==> config.mk <==
export PLATFORM = sky130hd
export DESIGN_NAME = ascii_to_scan
export DESIGN_NICKNAME = d
export VERILOG_FILES = /design/src/rtl/ps2_pkg.sv /design/src/rtl/ascii_to_scan_lut.sv /design/src/rtl/ascii_to_scan.sv
export SDC_FILE = /design/constraint.sdc
export NUM_CORES = 1
export LEC_CHECK = 0
export BUFFER_PORTS_ARGS = -buffer_cell sky130_fd_sc_hd__buf_2
export CAP_MARGIN = 20
export CORE_MARGIN = 8
export CORE_UTILIZATION = 44
export DETAILED_ROUTE_END_ITERATION = 8
export GPL_ROUTABILITY_DRIVEN = 0
export SYNTH_ARGS = -nofsm -noshare
export SYNTH_HDL_FRONTEND = slang
export SYNTH_SLANG_ARGS = --single-unit
==> constraint.sdc <==
create_clock -name clk -period 2.6 [get_ports clk]
set_clock_uncertainty 0.2 [all_clocks]
set_input_delay 0.39 -clock clk [delete_from_list [all_inputs] [get_ports clk]]
set_output_delay 0.39 -clock clk [all_outputs]
set_load 0.005 [all_outputs]
==> src/rtl/ps2_pkg.sv <==
// Shared PS/2 Set-2 constants, FSM encoding and sequence helpers used by the
// encode (ascii_to_scan) and decode paths.
package ps2_pkg;

  localparam logic [7:0] PS2_BREAK  = 8'hF0;
  localparam logic [7:0] PS2_EXT    = 8'hE0;
  localparam logic [7:0] PS2_LSHIFT = 8'h12;

  localparam logic [2:0] SEQ_LEN_PLAIN = 3'd3;
  localparam logic [2:0] SEQ_LEN_EXT   = 3'd5;
  localparam logic [2:0] SEQ_LEN_SHIFT = 3'd6;

  typedef enum logic [1:0] {
    ST_IDLE     = 2'd0,
    ST_EMIT     = 2'd1,
    ST_GAP_WAIT = 2'd2
  } state_t;

  typedef struct packed {
    logic       known;
    logic       shift;
    logic       ext;
    logic [7:0] key;
  } lut_t;

  function automatic lut_t lut_ent(logic shift, logic ext, logic [7:0] key);
    return '{known: 1'b1, shift: shift, ext: ext, key: key};
  endfunction

  function automatic logic [2:0] seq_len(logic shift, logic ext);
    if (ext)        return SEQ_LEN_EXT;
    else if (shift) return SEQ_LEN_SHIFT;
    else            return SEQ_LEN_PLAIN;
  endfunction

  // Byte idx of the make/break sequence for one key press.
  function automatic logic [7:0] seq_byte(logic [7:0] key, logic shift, logic ext,
                                          logic [2:0] idx, logic [7:0] shift_code);
    logic [7:0] b;
    b = key;
    if (ext) begin
      case (idx)
        3'd0:    b = PS2_EXT;
        3'd2:    b = PS2_EXT;
        3'd3:    b = PS2_BREAK;
        default: b = key;
      endcase
    end else if (shift) begin
      case (idx)
        3'd0:    b = shift_code;
        3'd2:    b = PS2_BREAK;
        3'd4:    b = PS2_BREAK;
        3'd5:    b = shift_code;
        default: b = key;
      endcase
    end else begin
      if (idx == 3'd1) b = PS2_BREAK;
    end
    return b;
  endfunction

endpackage

==> src/rtl/ascii_to_scan_lut.sv <==
// Combinational ASCII -> Set-2 key lookup: {known, shift, ext, key}.
module ascii_to_scan_lut
  import ps2_pkg::*;
(
  input  logic [7:0] ascii,
  output lut_t       entry
);

  // Letters are indexed by ascii[4:0], so 'a'/'A' land on 1 and 'z'/'Z' on 26.
  function automatic logic [7:0] letter_key(logic [4:0] i);
    case (i)
      5'd1:  return 8'h1C; 5'd2:  return 8'h32; 5'd3:  return 8'h21;
      5'd4:  return 8'h23; 5'd5:  return 8'h24; 5'd6:  return 8'h2B;
      5'd7:  return 8'h34; 5'd8:  return 8'h33; 5'd9:  return 8'h43;
      5'd10: return 8'h3B; 5'd11: return 8'h42; 5'd12: return 8'h4B;
      5'd13: return 8'h3A; 5'd14: return 8'h31; 5'd15: return 8'h44;
      5'd16: return 8'h4D; 5'd17: return 8'h15; 5'd18: return 8'h2D;
      5'd19: return 8'h1B; 5'd20: return 8'h2C; 5'd21: return 8'h3C;
      5'd22: return 8'h2A; 5'd23: return 8'h1D; 5'd24: return 8'h22;
      5'd25: return 8'h35; 5'd26: return 8'h1A;
      default: return 8'h00;
    endcase
  endfunction

  function automatic logic [7:0] digit_key(logic [3:0] i);
    case (i)
      4'd0: return 8'h45; 4'd1: return 8'h16; 4'd2: return 8'h1E;
      4'd3: return 8'h26; 4'd4: return 8'h25; 4'd5: return 8'h2E;
      4'd6: return 8'h36; 4'd7: return 8'h3D; 4'd8: return 8'h3E;
      4'd9: return 8'h46;
      default: return 8'h00;
    endcase
  endfunction

  always_comb begin
    entry = '0;
    if (ascii >= 8'h61 && ascii <= 8'h7A)
      entry = lut_ent(1'b0, 1'b0, letter_key(ascii[4:0]));
    else if (ascii >= 8'h41 && ascii <= 8'h5A)
      entry = lut_ent(1'b1, 1'b0, letter_key(ascii[4:0]));
    else if (ascii >= 8'h30 && ascii <= 8'h39)
      entry = lut_ent(1'b0, 1'b0, digit_key(ascii[3:0]));
    else begin
      case (ascii)
        8'h27: entry = lut_ent(1'b0, 1'b0, 8'h52);
        8'h3D: entry = lut_ent(1'b0, 1'b0, 8'h55);
        8'h3B: entry = lut_ent(1'b0, 1'b0, 8'h4C);
        8'h2C: entry = lut_ent(1'b0, 1'b0, 8'h41);
        8'h2E: entry = lut_ent(1'b0, 1'b0, 8'h49);
        8'h2F: entry = lut_ent(1'b0, 1'b0, 8'h4A);
        8'h2D: entry = lut_ent(1'b0, 1'b0, 8'h4E);
        8'h5B: entry = lut_ent(1'b0, 1'b0, 8'h54);
        8'h5C: entry = lut_ent(1'b0, 1'b0, 8'h5D);
        8'h5D: entry = lut_ent(1'b0, 1'b0, 8'h5B);
        8'h60: entry = lut_ent(1'b0, 1'b0, 8'h0E);
        8'h21: entry = lut_ent(1'b1, 1'b0, 8'h16);
        8'h22: entry = lut_ent(1'b1, 1'b0, 8'h52);
        8'h23: entry = lut_ent(1'b1, 1'b0, 8'h26);
        8'h24: entry = lut_ent(1'b1, 1'b0, 8'h25);
        8'h25: entry = lut_ent(1'b1, 1'b0, 8'h2E);
        8'h26: entry = lut_ent(1'b1, 1'b0, 8'h3D);
        8'h28: entry = lut_ent(1'b1, 1'b0, 8'h46);
        8'h29: entry = lut_ent(1'b1, 1'b0, 8'h45);
        8'h2A: entry = lut_ent(1'b1, 1'b0, 8'h3E);
        8'h2B: entry = lut_ent(1'b1, 1'b0, 8'h55);
        8'h3A: entry = lut_ent(1'b1, 1'b0, 8'h4C);
        8'h3C: entry = lut_ent(1'b1, 1'b0, 8'h41);
        8'h3E: entry = lut_ent(1'b1, 1'b0, 8'h49);
        8'h3F: entry = lut_ent(1'b1, 1'b0, 8'h4A);
        8'h40: entry = lut_ent(1'b1, 1'b0, 8'h1E);
        8'h5E: entry = lut_ent(1'b1, 1'b0, 8'h36);
        8'h5F: entry = lut_ent(1'b1, 1'b0, 8'h4E);
        8'h7B: entry = lut_ent(1'b1, 1'b0, 8'h54);
        8'h7C: entry = lut_ent(1'b1, 1'b0, 8'h5D);
        8'h7D: entry = lut_ent(1'b1, 1'b0, 8'h5B);
        8'h7E: entry = lut_ent(1'b1, 1'b0, 8'h0E);
        8'h1B: entry = lut_ent(1'b0, 1'b0, 8'h76);
        8'h0D: entry = lut_ent(1'b0, 1'b0, 8'h5A);
        8'h20: entry = lut_ent(1'b0, 1'b0, 8'h29);
        8'h08: entry = lut_ent(1'b0, 1'b0, 8'h66);
        8'h09: entry = lut_ent(1'b0, 1'b0, 8'h0D);
        8'h11: entry = lut_ent(1'b0, 1'b1, 8'h75);
        8'h12: entry = lut_ent(1'b0, 1'b1, 8'h6B);
        8'h13: entry = lut_ent(1'b0, 1'b1, 8'h72);
        8'h14: entry = lut_ent(1'b0, 1'b1, 8'h74);
        default: entry = '0;
      endcase
    end
  end

endmodule

==> src/rtl/ascii_to_scan.sv <==
// Encodes one ASCII character per handshake into the PS/2 Set-2 make/break
// byte sequence, with optional idle gap between output bytes.
module ascii_to_scan
  import ps2_pkg::*;
#(
  parameter logic [7:0] SHIFT_CODE = PS2_LSHIFT,
  parameter int         GAP        = 0
) (
  input  logic       clk,
  input  logic       rst,
  input  logic [7:0] char_ascii,
  input  logic       char_valid,
  output logic       char_ready,
  output logic [7:0] scancode,
  output logic       code_valid,
  input  logic       code_ready,
  output logic       unknown_char
);

  localparam logic [7:0] GAP_LAST = (GAP > 0) ? 8'(GAP - 1) : 8'd0;

  lut_t       lut;
  state_t     state;
  logic [2:0] idx, last_idx;
  logic [7:0] gap_cnt;
  logic [7:0] key_r;
  logic       shift_r, ext_r;
  logic       accept;
  logic [2:0] nxt_idx;

  ascii_to_scan_lut u_lut (.ascii(char_ascii), .entry(lut));

  assign char_ready = (state == ST_IDLE);
  assign accept     = char_valid && char_ready;
  assign nxt_idx    = idx + 3'd1;

  always_ff @(posedge clk or posedge rst) begin
    if (rst) begin
      state        <= ST_IDLE;
      idx          <= '0;
      last_idx     <= '0;
      gap_cnt      <= '0;
      key_r        <= '0;
      shift_r      <= 1'b0;
      ext_r        <= 1'b0;
      scancode     <= '0;
      code_valid   <= 1'b0;
      unknown_char <= 1'b0;
    end else begin
      unknown_char <= 1'b0;
      case (state)
        ST_IDLE: begin
          if (accept) begin
            if (lut.known) begin
              key_r      <= lut.key;
              shift_r    <= lut.shift;
              ext_r      <= lut.ext;
              idx        <= '0;
              last_idx   <= seq_len(lut.shift, lut.ext) - 3'd1;
              scancode   <= seq_byte(lut.key, lut.shift, lut.ext, 3'd0, SHIFT_CODE);
              code_valid <= 1'b1;
              state      <= ST_EMIT;
            end else begin
              unknown_char <= 1'b1;
            end
          end
        end
        ST_EMIT: begin
          if (code_ready) begin
            if (idx == last_idx) begin
              idx        <= '0;
              code_valid <= 1'b0;
              state      <= ST_IDLE;
            end else begin
              idx <= nxt_idx;
              if (GAP > 0) begin
                code_valid <= 1'b0;
                gap_cnt    <= '0;
                state      <= ST_GAP_WAIT;
              end else begin
                scancode <= seq_byte(key_r, shift_r, ext_r, nxt_idx, SHIFT_CODE);
              end
            end
          end
        end
        ST_GAP_WAIT: begin
          // idx already points at the next byte; present it once GAP idle cycles elapse.
          if (gap_cnt == GAP_LAST) begin
            scancode   <= seq_byte(key_r, shift_r, ext_r, idx, SHIFT_CODE);
            code_valid <= 1'b1;
            state      <= ST_EMIT;
          end else begin
            gap_cnt <= gap_cnt + 8'd1;
          end
        end
        default: state <= ST_IDLE;
      endcase
    end
  end

endmodule

==> flow_summary.yaml <==
synth:
  yosys_register_bits: 25
  yosysTopAreaCellShare: 0.219
  ys.flop_type: "dfrtp_1"
  synth_warnings: 0
  syn-num-nets: 400
  avgSynthCellArea_sq_um: 7.63
  async_flop_share: 1.00
  synth_edf_count: 0
  ys_seq_area_frac: 0.219
  synthTopCellsByArea: "dfrtp_1 (22%), ha_1 (5.7%), a21oi_1 (5.6%)"
  synthesis.instances: 375
  yosysTopAreaCell: "dfrtp_1"
  syn-cell-area_sq_mm: 0.00286
  synth_cell_type_count: 73
setup_path:
  path_class: "input port to flip-flop"
  r2r_slack_ps: 200
  critical_path_buf_inv_count: 4
  crit_path_end_kind: "flip-flop"
  crit_fanout: 8
  r2r_start: "idx[1]"
  slowest_stage: "or3b_4"
  crit_cells: 11
  crit_end: "key_r[4]"
  cp_cell_sequence: "buf_2, clkinvlp_4, buf_4, ha_4, or3b_4, a21oi_4, a21oi_1, o41a_1, a21bo_4, buf_4, mux2_4"
  required_ps: 2560
  cp.arrival_ps: 2510
  crit_family: "compound AO/OA/AOI/OAI gates"
  worstSetupStartpoint: "char_ascii[1]"
  critPathMaxStageDelay_ps: 400
  ff2ff_path_depth: 9
  r2r_end: "scancode[6]"
  start_kind: "input port"
  cp_common_cell: "buf_4"
power:
  ir_drop_mv: 0.493
  p_seq_frac: 0.306
  switching_share: 0.420
  p_sw_uw: 937
  pwr-share-comb: 0.590
  intPower_uw: 1290
  p_per_area_mw_per_mm2: 600
  pwr-share-clk: 0.103
  power.leakage_uw: 0.00160
placement:
  dp_hpwl_microns: 7550
  place_inst: 524
  port_buffers: 22
  post_dp_cell_area_sq_mm: 0.00357
route:
  drc_errors: 0
  num_vias: 3305
  wl_per_cell_microns: 17.9
  drt_wl_total_microns: 9570
  highest_layer: "met4"
  wl_met3_microns: 691
  drt_iter0_drc: 289
  first_pass_iters: 5
  avgViaCountPerCell: 6.19
  drt-met1-wl_microns: 3820
  final_antenna_net_count: 0
  wl_met2_microns: 4570
finish:
  multi_input_area_sq_mm: 0.00210
  synthToLayoutAreaGrowth_pct: 30.0
  num-nets-final: 483
  fillCellCount: 609
  design_area_sq_mm: 0.00372
  drive_gt1_frac: 0.319
  antennaDiodeCount: 0
  fin_cells: 534
  ff_latch_area_sq_um: 626
sta:
  rsz0062_at_grt: "yes"
  setup_viol: 0
  max_freq_ghz: 0.392
  slew_viol_final: 0
  fin_crit_sh: 0.981
  worstMarginPinSlew_ps: 584
  slew_headroom: 0.606
  finalHoldViolations: 0
  final.min_clock_period_ps: 2550
clock_network:
  cts_inserted_buffers: 3
  clk_pin_slew_ps: 90
  clkSinkCount: 25
  clockBufferDepth: 2
  clk-insertion-delay-late_ps: 270
  cts_tree: "built"
  htreeDepth: 1
  cts-root-buf: "clkbuf_8"
grt:
  overflow: 0
  grt_max_degree: 28
  grt_pass1_vias: 3209
  antenna_found_initial: 0
  grtUsageTotal: 0.195
  grt_pass1_wl_microns: 15700
floorplanning:
  num_rows: 29
  coreArea_sq_mm: 0.00631
  start_util: 0.453
  io_pins: 23
  die_x_microns: 96.7
  fp.dieH_microns: 96.7
  die-area_sq_mm: 0.00934
min_path:
  hp-class: "input port to flip-flop"
status:
  status: "finished clean"
run:
  maxCapViolations: 0
[logic make-up after synthesis]
family | after synthesis | synth area share
buffers and inverters | 46 | 0.0813
and+or+nand+nor | 131 | 0.235
AOI/OAI and AO/OA | 142 | 0.333
adders and majority gates | 13 | 0.0568
xor gates and xnor gates | 3 | 0.00918
muxes | 15 | 0.0664
DFF | 25 | 0.219
[layout by cell type, fill, tap and decap left out, drive strengths merged, types with 4 or more instances in the layout]
master / synthesis / layout
o22ai: 5 / 5
nor2b: 13 / 13
o21ai: 35 / 35
mux2i: 7 / 7
nand2: 40 / 40
or3: 4 / 4
nand2b: 13 / 13
ha: 13 / 13
nor3: 5 / 5
a31oi: 10 / 10
nor2: 25 / 25
a211oi: 6 / 6
nand3: 9 / 9
a21oi: 32 / 32
and2: 6 / 6
o211ai: 7 / 7
dfrtp: 25 / 25
a221oi: 5 / 5
buf: 19 / 106
mux2: 6 / 6
inv: 14 / 13
[flip-flops by register name, indices dropped and copies added (netlist names)]
signal and count:
code_valid 1, ext_r 1, idx 3, key_r 7, last_idx 3, scancode 8
shift_r 1, unknown_char 1
[what timing repair did]
action | CTS | global route
hold buffers | 1 | 0
endpoints found under the setup margin | 0 | 21
resized for setup | 0 | 15
hold endpoints to repair | 25 | 0
setup buffers | 0 | 4
[worst register-to-register path, delay by kind of cell, from the launching register on]
| kind | cells | cell delay (ps) |
|---|---|---|
| AOI/OAI and AO/OA | 4 | 770 |
| DFF | 1 | 440 |
| adders and majority gates | 2 | 590 |
| and+or+nand+nor | 3 | 320 |
[per-stage QoR]
stage | setup slack, ps | setup TNS (ps) | power (uW) | hold slack [ps] | utilization
floorplan | -6.53 | -13.1 | 1500 | 217 | -
detailed placement | -278 | -4030 | 1960 | 258 | 0.565
finish | 48.2 | 0 | 2230 | 141 | 0.589
global route | -42.3 | -175 | 2420 | 125 | 0.589
global placement | -264 | -3550 | 1930 | 250 | 0.565
CTS | 14.7 | 0 | 2200 | 131 | 0.574
[layer usage]
layer,global-route usage,vias up
met3,0.0213,53
met5,0,-
met4,0.101,0
met2,0.337,174
met1,0.231,1522
li1,-,1556
[power by group through the flow]
stage | registers [uW] | logic [uW] | clock network [uW]
2_1_floorplan | 680 | 820 | 0
3_3_place_gp | 687 | 1250 | 0
3_5_place_dp | 693 | 1270 | 0
4_1_cts | 685 | 1270 | 237
5_1_grt | 711 | 1460 | 251
6_report | 684 | 1320 | 230
[worst min path at each step]
stage	from	end	slack [ps]	cells after the start
3_3_place_gp	rst	scancode[5]	250	3
5_1_grt	code_ready	code_valid	130	2
3_5_place_dp	rst	scancode[0]	260	3
4_1_cts	code_ready	code_valid	130	2
6_report	code_ready	code_valid	140	2
2_1_floorplan	rst	code_valid	220	1
[area by class of cell]
class                      instances  area share
tap                               77      0.0259
inverter                          16      0.0178
clock inverter                     1     0.00134
clock buffer                       3      0.0111
sequential                        25       0.168
multi-input combinational        305       0.564
timing repair buffer             107       0.212
[synthesized netlist by cell type (all sizes together), types with 4 or more instances]
cell type and count:
a211oi 6, a21oi 32, a221oi 5, a31oi 10, and2 6, buf 19
clkbuf 11, dfrtp 25, ha 13, inv 14, mux2 6, mux2i 7
nand2 40, nand2b 13, nand3 9, nor2 25, nor2b 13, nor3 5
o211ai 7, o21ai 35, o22ai 5, or3 4
No activity file was read; power rests on OpenSTA's default activity.
